--- config.mk ---
export PLATFORM = sky130hd
export DESIGN_NAME = fsram_drain
export DESIGN_NICKNAME = d
export VERILOG_FILES = /design/src/rtl/fsram_pkg.sv /design/src/rtl/fsram_drain_buf.sv /design/src/rtl/fsram_drain.sv
export SDC_FILE = /design/constraint.sdc
export NUM_CORES = 1
export LEC_CHECK = 0
export CAP_MARGIN = 15
export CORE_UTILIZATION = 30
export CTS_CLUSTER_SIZE = 24
export DETAILED_ROUTE_END_ITERATION = 10
export HOLD_SLACK_MARGIN = 0.02
export MAX_ROUTING_LAYER = met4
export PLACE_DENSITY = 0.53
export SETUP_SLACK_MARGIN = 0.4
export SYNTH_ARGS = -nofsm -noshare
export SYNTH_HDL_FRONTEND = slang
export SYNTH_SLANG_ARGS = --single-unit
--- constraint.sdc ---
create_clock -name clk -period 4.6 [get_ports clk]
set_input_delay 0.92 -clock clk [delete_from_list [all_inputs] [get_ports clk]]
set_output_delay 0.92 -clock clk [all_outputs]
set_load 0.02 [all_outputs]
--- src/rtl/fsram_pkg.sv ---
// Shared definitions for the FSRAM reader path: drain FSM encoding and default geometry.
package fsram_pkg;

  localparam int SRAM_NUM_DEF = 8;
  localparam int ADDR_W_DEF   = 12;
  localparam int CNT_W_DEF    = 13;

  typedef enum logic [1:0] {
    IDLE  = 2'd0,
    READ  = 2'd1,
    DRAIN = 2'd2,
    DONE  = 2'd3
  } drain_state_t;

endpackage

--- src/rtl/fsram_drain_buf.sv ---
// Two-entry FIFO holding captured SRAM words; head is visible combinationally.
// Zero-latency head, writes after push; caller guarantees no push when full and no pop when empty.
module fsram_drain_buf #(
  parameter int W = 128
) (
  input  logic         clk,
  input  logic         rst_n,
  input  logic         push,
  input  logic [W-1:0] push_dat,
  input  logic         pop,
  output logic [W-1:0] head_dat,
  output logic [1:0]   count
);

  logic [W-1:0] mem [2];
  logic         wr_ptr;
  logic         rd_ptr;

  always_ff @(posedge clk or negedge rst_n) begin
    if (!rst_n) begin
      mem[0] <= '0;
      mem[1] <= '0;
      wr_ptr <= 1'b0;
      rd_ptr <= 1'b0;
      count  <= 2'd0;
    end else begin
      if (push) begin
        mem[wr_ptr] <= push_dat;
        wr_ptr      <= ~wr_ptr;
      end
      if (pop) begin
        rd_ptr <= ~rd_ptr;
      end
      case ({push, pop})
        2'b10:   count <= count + 2'd1;
        2'b01:   count <= count - 2'd1;
        default: count <= count;
      endcase
    end
  end

  assign head_dat = mem[rd_ptr];

endmodule

--- src/rtl/fsram_drain.sv ---
// Streams a block of FSRAM port-B words to a valid/ready consumer; first word 3 cycles after start.
// Reads are issued only when the 2-entry buffer can take them; FSRAM_DRAIN_CHECKSUM_EN adds an XOR checksum.
module fsram_drain
  import fsram_pkg::*;
#(
  parameter int SRAM_NUM = SRAM_NUM_DEF,
  parameter int ADDR_W   = ADDR_W_DEF,
  parameter int CNT_W    = CNT_W_DEF
) (
  input  logic                    clk,
  input  logic                    rst_n,
  input  logic                    start,
  input  logic [ADDR_W-1:0]       base_addr,
  input  logic [CNT_W-1:0]        word_cnt,
  output logic                    CENB,
  output logic [SRAM_NUM-1:0]     WENB,
  output logic [ADDR_W-1:0]       AB,
  input  logic [SRAM_NUM*16-1:0]  QB,
  output logic [SRAM_NUM*16-1:0]  dout,
  output logic                    dout_valid,
  input  logic                    dout_ready,
  output logic                    busy,
  output logic                    done
`ifdef FSRAM_DRAIN_CHECKSUM_EN
  ,
  output logic [SRAM_NUM*16-1:0]  checksum
`endif
);

  localparam int DW = SRAM_NUM * 16;

  drain_state_t      state_q, state_d;
  logic [ADDR_W-1:0] addr_q;
  logic [CNT_W-1:0]  cnt_q;
  logic [CNT_W-1:0]  issued_q;
  logic              inflight_q;
  logic [1:0]        buf_count;
  logic [2:0]        occ;
  logic              pop;
  logic              issue;
  logic              accept;
  logic              last_issue;
  logic              last_pop;

  assign pop    = dout_valid && dout_ready;
  assign accept = (state_q == IDLE) && start;

  // Words already owed to the buffer after this cycle's pop; pop implies buf_count >= 1.
  assign occ        = 3'(buf_count) + 3'(inflight_q) - 3'(pop);
  assign issue      = (state_q == READ) && (occ < 3'd2);
  assign last_issue = issue && ((issued_q + CNT_W'(1)) == cnt_q);
  assign last_pop   = pop && (buf_count == 2'd1) && !inflight_q;

  always_comb begin
    state_d = state_q;
    case (state_q)
      IDLE: begin
        if (start) begin
          state_d = (word_cnt != '0) ? READ : DONE;
        end
      end
      READ: begin
        if (last_issue) begin
          state_d = DRAIN;
        end
      end
      DRAIN: begin
        if (last_pop) begin
          state_d = DONE;
        end
      end
      DONE:    state_d = IDLE;
      default: state_d = IDLE;
    endcase
  end

  always_ff @(posedge clk or negedge rst_n) begin
    if (!rst_n) begin
      state_q    <= IDLE;
      addr_q     <= '0;
      cnt_q      <= '0;
      issued_q   <= '0;
      inflight_q <= 1'b0;
    end else begin
      state_q    <= state_d;
      inflight_q <= issue;
      if (accept) begin
        addr_q   <= base_addr;
        cnt_q    <= word_cnt;
        issued_q <= '0;
      end else if (issue) begin
        addr_q   <= addr_q + ADDR_W'(1);
        issued_q <= issued_q + CNT_W'(1);
      end
    end
  end

  assign CENB       = !issue;
  assign WENB       = '1;
  assign AB         = addr_q;
  assign busy       = (state_q == READ) || (state_q == DRAIN);
  assign done       = (state_q == DONE);
  assign dout_valid = (buf_count != 2'd0);

  // QB lands one cycle after each issue; the issue rule reserved the slot.
  fsram_drain_buf #(
    .W (DW)
  ) u_buf (
    .clk      (clk),
    .rst_n    (rst_n),
    .push     (inflight_q),
    .push_dat (QB),
    .pop      (pop),
    .head_dat (dout),
    .count    (buf_count)
  );

`ifdef FSRAM_DRAIN_CHECKSUM_EN
  always_ff @(posedge clk or negedge rst_n) begin
    if (!rst_n) begin
      checksum <= '0;
    end else if (accept) begin
      checksum <= '0;
    end else if (pop) begin
      checksum <= checksum ^ dout;
    end
  end
`endif

endmodule

---- Word-level counts from Yosys, hierarchy flattened ----
Cells that the tools add are included.
word-level totals
  bits in registers ....................... 301
  input port bits ......................... 157
  output and inout port bits .............. 152
  word-level logic and storage cells ...... 66
operators by class
  add/subtract/negate cells ............... 6
  order comparisons ....................... 4
  equality and inequality tests ........... 10
  muxes and demuxes ....................... 16
  bitwise operators ....................... 4
  reduce and logical (&&, ||, !) cells .... 16
operators with widths
  kind                                                                           count
  128-bit 2-to-1 mux                                                             4
  256-bit bitwise mux                                                            1
  128-bit demux with 1-bit select                                                1
  13-bit 2-to-1 mux                                                              2
  12-bit 2-to-1 mux                                                              2
  13-bit by 1-bit adder with 13-bit output (second input constant)               1
  13-bit == test                                                                 1
  13-bit nonzero test                                                            1
  12-bit by 1-bit adder with 12-bit output (second input constant)               1
  2-bit 2-to-1 mux                                                               4
  2-bit one-hot mux with 4 select lines                                          1
  1-bit logical AND                                                              7
  2-bit by 1-bit == test with 1-bit output (second input constant)               3
  2-bit == test (second input constant)                                          3
  2-bit != test (second input constant)                                          3
  2-bit nonzero test                                                             3
  2-bit greater-or-equal comparator (second input constant)                      2
  1-bit NOT with 2-bit output                                                    2
  2-bit one-hot mux with 2 select lines                                          1
  2-bit by 1-bit adder with 3-bit output                                         1
  3-bit by 2-bit less-than comparator with 1-bit output (second input constant)  1
  3-bit AND reduction                                                            1
  3-bit by 1-bit subtractor with 3-bit output                                    1
  2-bit by 1-bit adder with 2-bit output (second input constant)                 1
  other kinds (6)                                                                8

---- Depth between registers and ports, before layout ----
Gate-level depths: netlist of run 1.
  word-level depth ........................ 8
  depth in mapped cells ................... 14
  depth with buffers taken out ............ 14

---- By module ----
Synthesis of run 1 repeated with hierarchy kept, for this count alone.
second synthesis, totals
  cells, all modules ...................... 983
  area, all modules ....................... 14824.2 um2
by module, submodules not included
  module           instances  cells each  area an instance (um2)  sequential area each (um2)
  fsram_drain_buf  1          696         12315.6                 6506.2
  fsram_drain      1          287         2508.7                  1026.0

---- Least setup slack after synthesis of run 1 ----
OpenSTA, ideal clock, no wires.
  kind .................................... input -> register
  start point ............................. input port dout_ready
  end point ............................... register state_q[0]
  library setup time ...................... 0.129 ns
  data arrival time ....................... 3.104 ns
  data required time ...................... 4.471 ns
  setup slack ............................. 1.367 ns
  stages on the path ...................... 11
  buffers on the path ..................... 0
  cells stage by stage .................... nand2_1 xnor2_1 nand2b_1 fa_1 and2_1 nand2_2 inv_2 nand4_1 a2111oi_4 a41oi_2 mux2i_1
between the ends
  longest elaborated chain between the ends .. 7
  elaborated cells between the ends (all ways) .. 10
  those cells by class .................... 1 x add/sub; 1 x order compare; 2 x eq/ne; 6 x reduce/logical
ends and longest elaborated chain
  what                                                   RTL line           text
  start: declaration                                     fsram_drain.sv:21  input logic dout_ready,
  1-bit logical AND                                      fsram_drain.sv:45  assign pop = dout_valid && dout_ready;
  3-bit by 1-bit subtractor with 3-bit output            fsram_drain.sv:49  assign occ = 3'(buf_count) + 3'(inflight_q) - 3'(pop);
  3-bit by 2-bit less-than comparator with 1-bit output  fsram_drain.sv:50  assign issue = (state_q == READ) && (occ < 3'd2);
  1-bit logical AND                                      fsram_drain.sv:50
  named net issue                                        fsram_drain.sv:40  logic issue;
  1-bit logical AND                                      fsram_drain.sv:51  assign last_issue = issue && ((issued_q + CNT_W'(1)) == cnt_q);
  2-bit != test (no source line)                         -
  3-bit AND reduction (no source line)                   -
  end signal: assignment                                 fsram_drain.sv:85  state_q <= state_d;
  end: declaration                                       fsram_drain.sv:32  drain_state_t state_q, state_d;
The timed path passes the listed nets, and every way through them passes these cells.
A chain may end at the register's enable or synchronous reset.

---- Final worst setup path of run 1 ----
  start point ............................. input port dout_ready
  end point ............................... output port CENB
between the ends
  longest elaborated chain between the ends .. 5
ends and longest elaborated chain
  what                                                   RTL line           text
  1-bit logical AND                                      fsram_drain.sv:45
  3-bit by 1-bit subtractor with 3-bit output            fsram_drain.sv:49
  3-bit by 2-bit less-than comparator with 1-bit output  fsram_drain.sv:50
  1-bit logical AND                                      fsram_drain.sv:50
  1-bit logical NOT                                      fsram_drain.sv:98  assign CENB = !issue;
  end: declaration                                       fsram_drain.sv:15  output logic CENB,
Every way passes these cells.

==> impl_metrics.ini, run 1 <==
[outcome]
status = completed

[yosys]
synthXorXnorAreaFrac = 0.02761
synth-seq-cells = 301
synth_area_per_cell_um2 = 13.78
synth_ff_type = dfrtp_1
synth-compound-area-share = 0.01651
synth.area.mux_share = 0.3185
async_flop_share = 1.000
dominant_combinational_cell_family_by_area_after_synthesis = multiplexers
yosysWarnings = 0
synth_largest_area_cell = dfrtp_1
synth_top_area_cells = dfrtp_1 55%, mux2_2 32%, nand2_1 1.9%
yosys.area_share.adder = 0.009723
yosys.cell_types.count = 51
netlist_instances = 990
syn-cell-area_um2 = 13640
register_area_share_after_synthesis = 0.5522
netlist.area_leader.share = 0.5522
synth_enable_flop_cells = 0
synth_simple_gate_area_share = 0.04999

[detailed_routing]
first_iter_violations = 314
drcViolationCount = 0
detail_route.wl_per_cell_um = 17.56
wirelength_um = 33520
via_cell_ratio = 4.565
num_vias = 8715
final_antenna_net_count = 0
drtPass1Iterations = 4

[sta]
fmaxAchievable_mhz = 254.3
rsz_0062_raised_after_global_routing = false
totalNegativeSetupSlack_ns = 0
timing.final.hold_violations = 0
final_period_minus_worst_setup_slack_ns = 3.932
finalWorstSetupSlack_ns = 0.6681
clock_skew_ns = 0.01594
max_slew.worst_pin.slew_ns = 0.9353
final_max_slew_viol_count = 0
fin_crit_sh = 0.8548
maxSlewHeadroom = 0.3765
timing.final.setup_violations = 0

[worst_setup_path]
worst_ep_required_time_ns = 3.68
end_kind = output port
worstRegToRegCells = 15
critPathArrivalTime_ns = 3.01
timing.reg2reg.setup_slack_ns = 1.17
timing.rr.end = state_q[0]$_DFFE_PN0P_
path_max_fanout = 7
r2r-start = u_buf.count[1]$_DFFE_PN0P_
startpoint_class = input pin
critPathKind = in2out

[clock_network]
postCtsSetupRepairBufs = 0
cts_buffer_count = 36
cts.root.buffer_cell = clkbuf_16
clk_transition_reported_paths_ns = 0.06
clkLatencyLatePin_ns = 0.54
total_clock_sinks = 301
hold_buffers = 0
clk_buf_depth = 3
postCtsResizedCells = 2
tritoncts = built
htree_depth = 2

[global_routing]
grt_max_degree = 113
grtUsageTotal = 0.1522
grt_first_pass_wirelength_um = 54340
initial_antenna_violation_count = 1
gr-usage-met2 = 0.2419
grt_use_met1 = 0.1847
globalRouteMet3Util = 0.05294
busiest_layer = met2
globalRoute.totalOverflow = 0
grt_pass1_vias = 9723

[power]
power.ir.vdd_worst_v = 0.0004578
pwr_density_cell_nw_per_um2 = 791.4
power.static_leakage_nw = 7.572

[placement]
place.port_buffers = 300
place_worst_setup_slack_ns = 0.4146
place_congestion = 0.7975
hpwl_after_detailed_placement_um = 22280

[run]
drv.max_cap_violation_count = 0

[die]
initial_core_utilization = 0.3065
io_pins = 309
fp.dieArea_um2 = 46330
die_w_um = 215.2
fp.coreArea_um2 = 44510
chipHeight_um = 215.2
placement_rows = 77

[finish]
finish.net_count = 1455
finalCoreUtilization = 0.4172
final_layout_size_suffix_gt1_frac = 0.3574
synthToLayoutAreaGrowth_pct = 36.15

[worst_hold_path]
timing.hold.worst.class = in2async
## cell families after synthesis
| group | count (synthesis) |
|---|---|
| adders and majority gates | 10 |
| muxes | 386 |
| and+or+nand+nor | 144 |
| AOI/OAI and AO/OA | 31 |
| other | 1 |
| DFF | 301 |
| xor gates and xnor gates | 43 |
| buffers and inverters | 74 |
## critical path: stages
cell and delay [ns]:
clkdlybuf4s50_1 0.48, nand2_1 0.18, xnor2_2 0.20, nand2b_1 0.16, fa_1 0.39, xnor2_1 0.25
nand2_2 0.10, dlygate4sd2_1 0.33
## stage by stage
stage	hold WS, ns	cells	power (mW)	cell area (µm²)
6_report	0.4221	1909	14.70	18570
5_1_grt	0.5090	1908	15.63	18570
4_1_cts	0.4980	1907	14.99	18570
3_5_place_dp	0.4869	1842	11.96	17350
3_3_place_gp	0.4811	1842	11.88	17350
2_1_floorplan	0.4610	997	8.973	13670
## power by group
| part | switching [mW] | internal [mW] | total [mW] |
|---|---|---|---|
| Combinational | 3.19 | 3.99 | 7.18 |
| Sequential | 0.714 | 3.91 | 4.62 |
| Clock | 1.12 | 1.78 | 2.90 |
## cells in the final DEF (no fill, tap or decap), types with 15 or more instances in the layout
cell type / synthesis / layout
mux2_2: 384 / 384
nor2_1: 25 / 25
dfrtp_1: 301 / 300
xor2_1: 17 / 17
clkbuf_16: 0 / 37
xnor2_1: 26 / 25
nand2_1: 68 / 67
o21ai_0: 15 / 15
clkdlybuf4s50_1: 0 / 298
## worst max path at each step
stage / start / endpoint / cells past startpoint
floorplan: dout_ready / state_q[0]$_DFFE_PN0P_ / 11
global placement: dout_ready / CENB / 8
detailed placement: dout_ready / CENB / 8
CTS: dout_ready / CENB / 8
global route: u_buf.count[1]$_DFFE_PN0P_ / CENB / 10
finish: dout_ready / CENB / 8
## cell type report
cell class | count | area (µm²)
multi-input combinational | 622 | 5813
clock buffer | 53 | 1066
fill | 4199 | 25940
sequential | 301 | 7536
antenna | 2 | 5.005
clock inverter | 12 | 142.6
tap | 592 | 740.7
inverter | 11 | 41.29
timing repair buffer | 316 | 3227
## synth_stat cells, types with 3 or more instances
cell type	instances
clkbuf_1	36
o21ai_0	15
buf_2	11
nand2_1	68
inv_1	10
xnor2_1	26
nand3_1	10
and3_1	3
nor2_1	25
mux2_2	384
buf_1	4
nor4_1	3
nand4_1	7
ha_1	9
a21oi_1	3
dfrtp_1	301
nor3_1	7
buf_4	9
xor2_1	17
## sequential cells by signal (all words and copies together) (netlist names)
name and flops:
u_buf.mem 256, cnt_q 13, issued_q 13, AB 12, state_q 2, u_buf.count 2, inflight_q 1, u_buf.rd_ptr 1
u_buf.wr_ptr 1
## routing by layer
metal | wire length [µm] | vias up
met2 | 16090 | 186
met3 | 2303 | 45
met4 | 598 | 0
met5 | 0 | -
li1 | - | 4070
met1 | 14530 | 4414
(Power assumes the default switching activity.)
==> run 2: changes to the inputs <==
CORE_UTILIZATION = 55   (was 30)
PLACE_DENSITY = unset   (was 0.53)
PLACE_DENSITY_LB_ADDON = 0.25   (was unset)
==> impl_metrics.ini, run 2 (same netlist as run 1, synthesis figures left out) <==
[worst_setup_path]
path_max_fanout = 7
worst_ep_required_time_ns = 3.68
end_kind = output port
startpoint_class = input pin
critPathKind = in2out
critPathArrivalTime_ns = 3.18

[detailed_routing]
detail_route.wl_per_cell_um = 18.67
final_antenna_net_count = 0
drcViolationCount = 0
via_cell_ratio = 5.347
num_vias = 8716
wirelength_um = 30430
drtPass1Iterations = 4
first_iter_violations = 359

[outcome]
status = completed

[placement]
place_congestion = 0.8184
place.port_buffers = 300
hpwl_after_detailed_placement_um = 20080
place_worst_setup_slack_ns = 0.3914

[die]
die_w_um = 159.5
fp.coreArea_um2 = 24320
io_pins = 309
placement_rows = 57
fp.dieArea_um2 = 25440
initial_core_utilization = 0.5609
chipHeight_um = 159.5

[power]
power.combinational.fraction = 0.499
pwr_density_cell_nw_per_um2 = 795.4
switching_share = 0.3442
pwr-share-clk = 0.181
power.net_switching_mw = 4.939
power.ir.vdd_worst_v = 0.0005262
sequentialPowerShare = 0.320
power.static_leakage_nw = 7.465
intPower_mw = 9.410
post-layout-total-power_mw = 14.35

[clock_network]
hold_buffers = 0
cts_buffer_count = 34
clk_buf_depth = 3
tritoncts = built
clkLatencyLatePin_ns = 0.50
total_clock_sinks = 301
cts.root.buffer_cell = clkbuf_16
htree_depth = 2
clk_transition_reported_paths_ns = 0.05

[finish]
reg.largest.list = u_buf.mem: 256 flops, cnt_q: 13 flops, issued_q: 13 flops
registers.top_by_ff_count = u_buf.mem
finish.net_count = 1448
final_common_cell = mux2_2
synthToLayoutAreaGrowth_pct = 32.25
final_layout_size_suffix_gt1_frac = 0.3528
largest_register_ff_count = 256
most-common-layout-cells = 384 x mux2_2, 300 x dfrtp_1, 299 x clkdlybuf4s50_1

[sta]
fin_crit_sh = 0.8907
clock_skew_ns = 0.01322
max_slew.worst_pin.slew_ns = 0.9850
maxSlewHeadroom = 0.3434
final_period_minus_worst_setup_slack_ns = 4.097
rsz_0062_raised_after_global_routing = false
finalWorstSetupSlack_ns = 0.5028
totalNegativeSetupSlack_ns = 0
timing.final.setup_violations = 0
final_max_slew_viol_count = 0
fmaxAchievable_mhz = 244.1
timing.final.hold_violations = 0

[global_routing]
grt_max_degree = 117
grtUsageTotal = 0.2520
globalRoute.totalOverflow = 0
initial_antenna_violation_count = 2
grt_pass1_vias = 9512
grt_first_pass_wirelength_um = 49800

[worst_hold_path]
timing.hold.worst.class = reg2reg

[run]
drv.max_cap_violation_count = 0
==> run 2: cell types whose count changed in the layout (fill, tap and decap cells not counted), moves of 2 or more <==
cell,delta
buf_12,-3
clkbuf_8,+2
clkinv_2,-4
buf_4,-2
clkbuf_16,-2
bufinv_16,-3
==> run 2: worst paths after layout <==
| path | start | end | slack [ns] | cells past startpoint |
|---|---|---|---|---|
| max reg2reg | u_buf.count[1]$_DFFE_PN0P_ | state_q[0]$_DFFE_PN0P_ | 1.31 | 15 |
| min in group asynchronous | rst_n | cnt_q[1]$_DFFE_PN0P_ | 0.51 | 1 |
| min | u_buf.mem[2]$_DFFE_PN0P_ | u_buf.mem[2]$_DFFE_PN0P_ | 0.50 | 1 |
| max | dout_ready | CENB | 0.50 | 8 |
| max in group asynchronous | rst_n | u_buf.mem[157]$_DFFE_PN0P_ | 3.20 | 2 |
| min reg2reg | u_buf.mem[2]$_DFFE_PN0P_ | u_buf.mem[2]$_DFFE_PN0P_ | 0.50 | 1 |
==> run 2: cell type report <==
cell class	count	area [µm²]
flip-flops and latches	301	7536
fillers	1587	6280
multi-input cells	622	5816
repair buffers	311	3153
clock buffers	53	1044
well taps	324	405.4
inverters	11	41.29
clock inverters	6	40.04
diodes	2	5.005
==> run 2: power by group through the flow <==
| stage | clock (mW) | combinational, mW | sequential, mW |
|---|---|---|---|
| floorplan | 0 | 4.58 | 4.39 |
| global placement | 0 | 7.06 | 4.52 |
| detailed placement | 0 | 7.16 | 4.62 |
| CTS | 2.65 | 7.23 | 4.59 |
| global route | 2.75 | 7.58 | 4.75 |
| finish | 2.60 | 7.16 | 4.59 |
==> run 2: worst max-delay path: stages <==
cell,delay [ns]
clkdlybuf4s50_1,0.49
nand2_2,0.13
xnor2_2,0.17
nand2b_1,0.16
fa_1,0.45
and2_1,0.19
nand2_2,0.07
clkdlybuf4s50_1,0.60
==> run 2: timing repair <==
| action | 4_1_cts | 5_1_grt |
|---|---|---|
| endpoints found under the setup margin | 1 | 1 |
| buffers inserted | 0 | 0 |
| resized for setup | 1 | 1 |
==> run 2: per-layer routing <==
metal	share of wire	vias to the layer above	GRT usage
met5	0	-	-
met3	0.073	51	0.07580
met4	0.024	0	0.07474
met1	0.41	4359	0.3028
li1	-	4045	-
met2	0.49	261	0.4095
==> run 2: stage by stage <==
| stage | instances | util | hold WS, ns | instance area (µm²) |
|---|---|---|---|---|
| after detailed placement | 1569 | 0.6966 | 0.4859 | 16940 |
| final | 1630 | 0.7418 | 0.4966 | 18040 |
| after global routing | 1630 | 0.7418 | 0.5062 | 18040 |
| after floorplan | 997 | - | 0.4610 | 13670 |
| after global placement | 1569 | 0.6966 | 0.4806 | 16940 |
| after CTS | 1628 | 0.7415 | 0.4995 | 18030 |
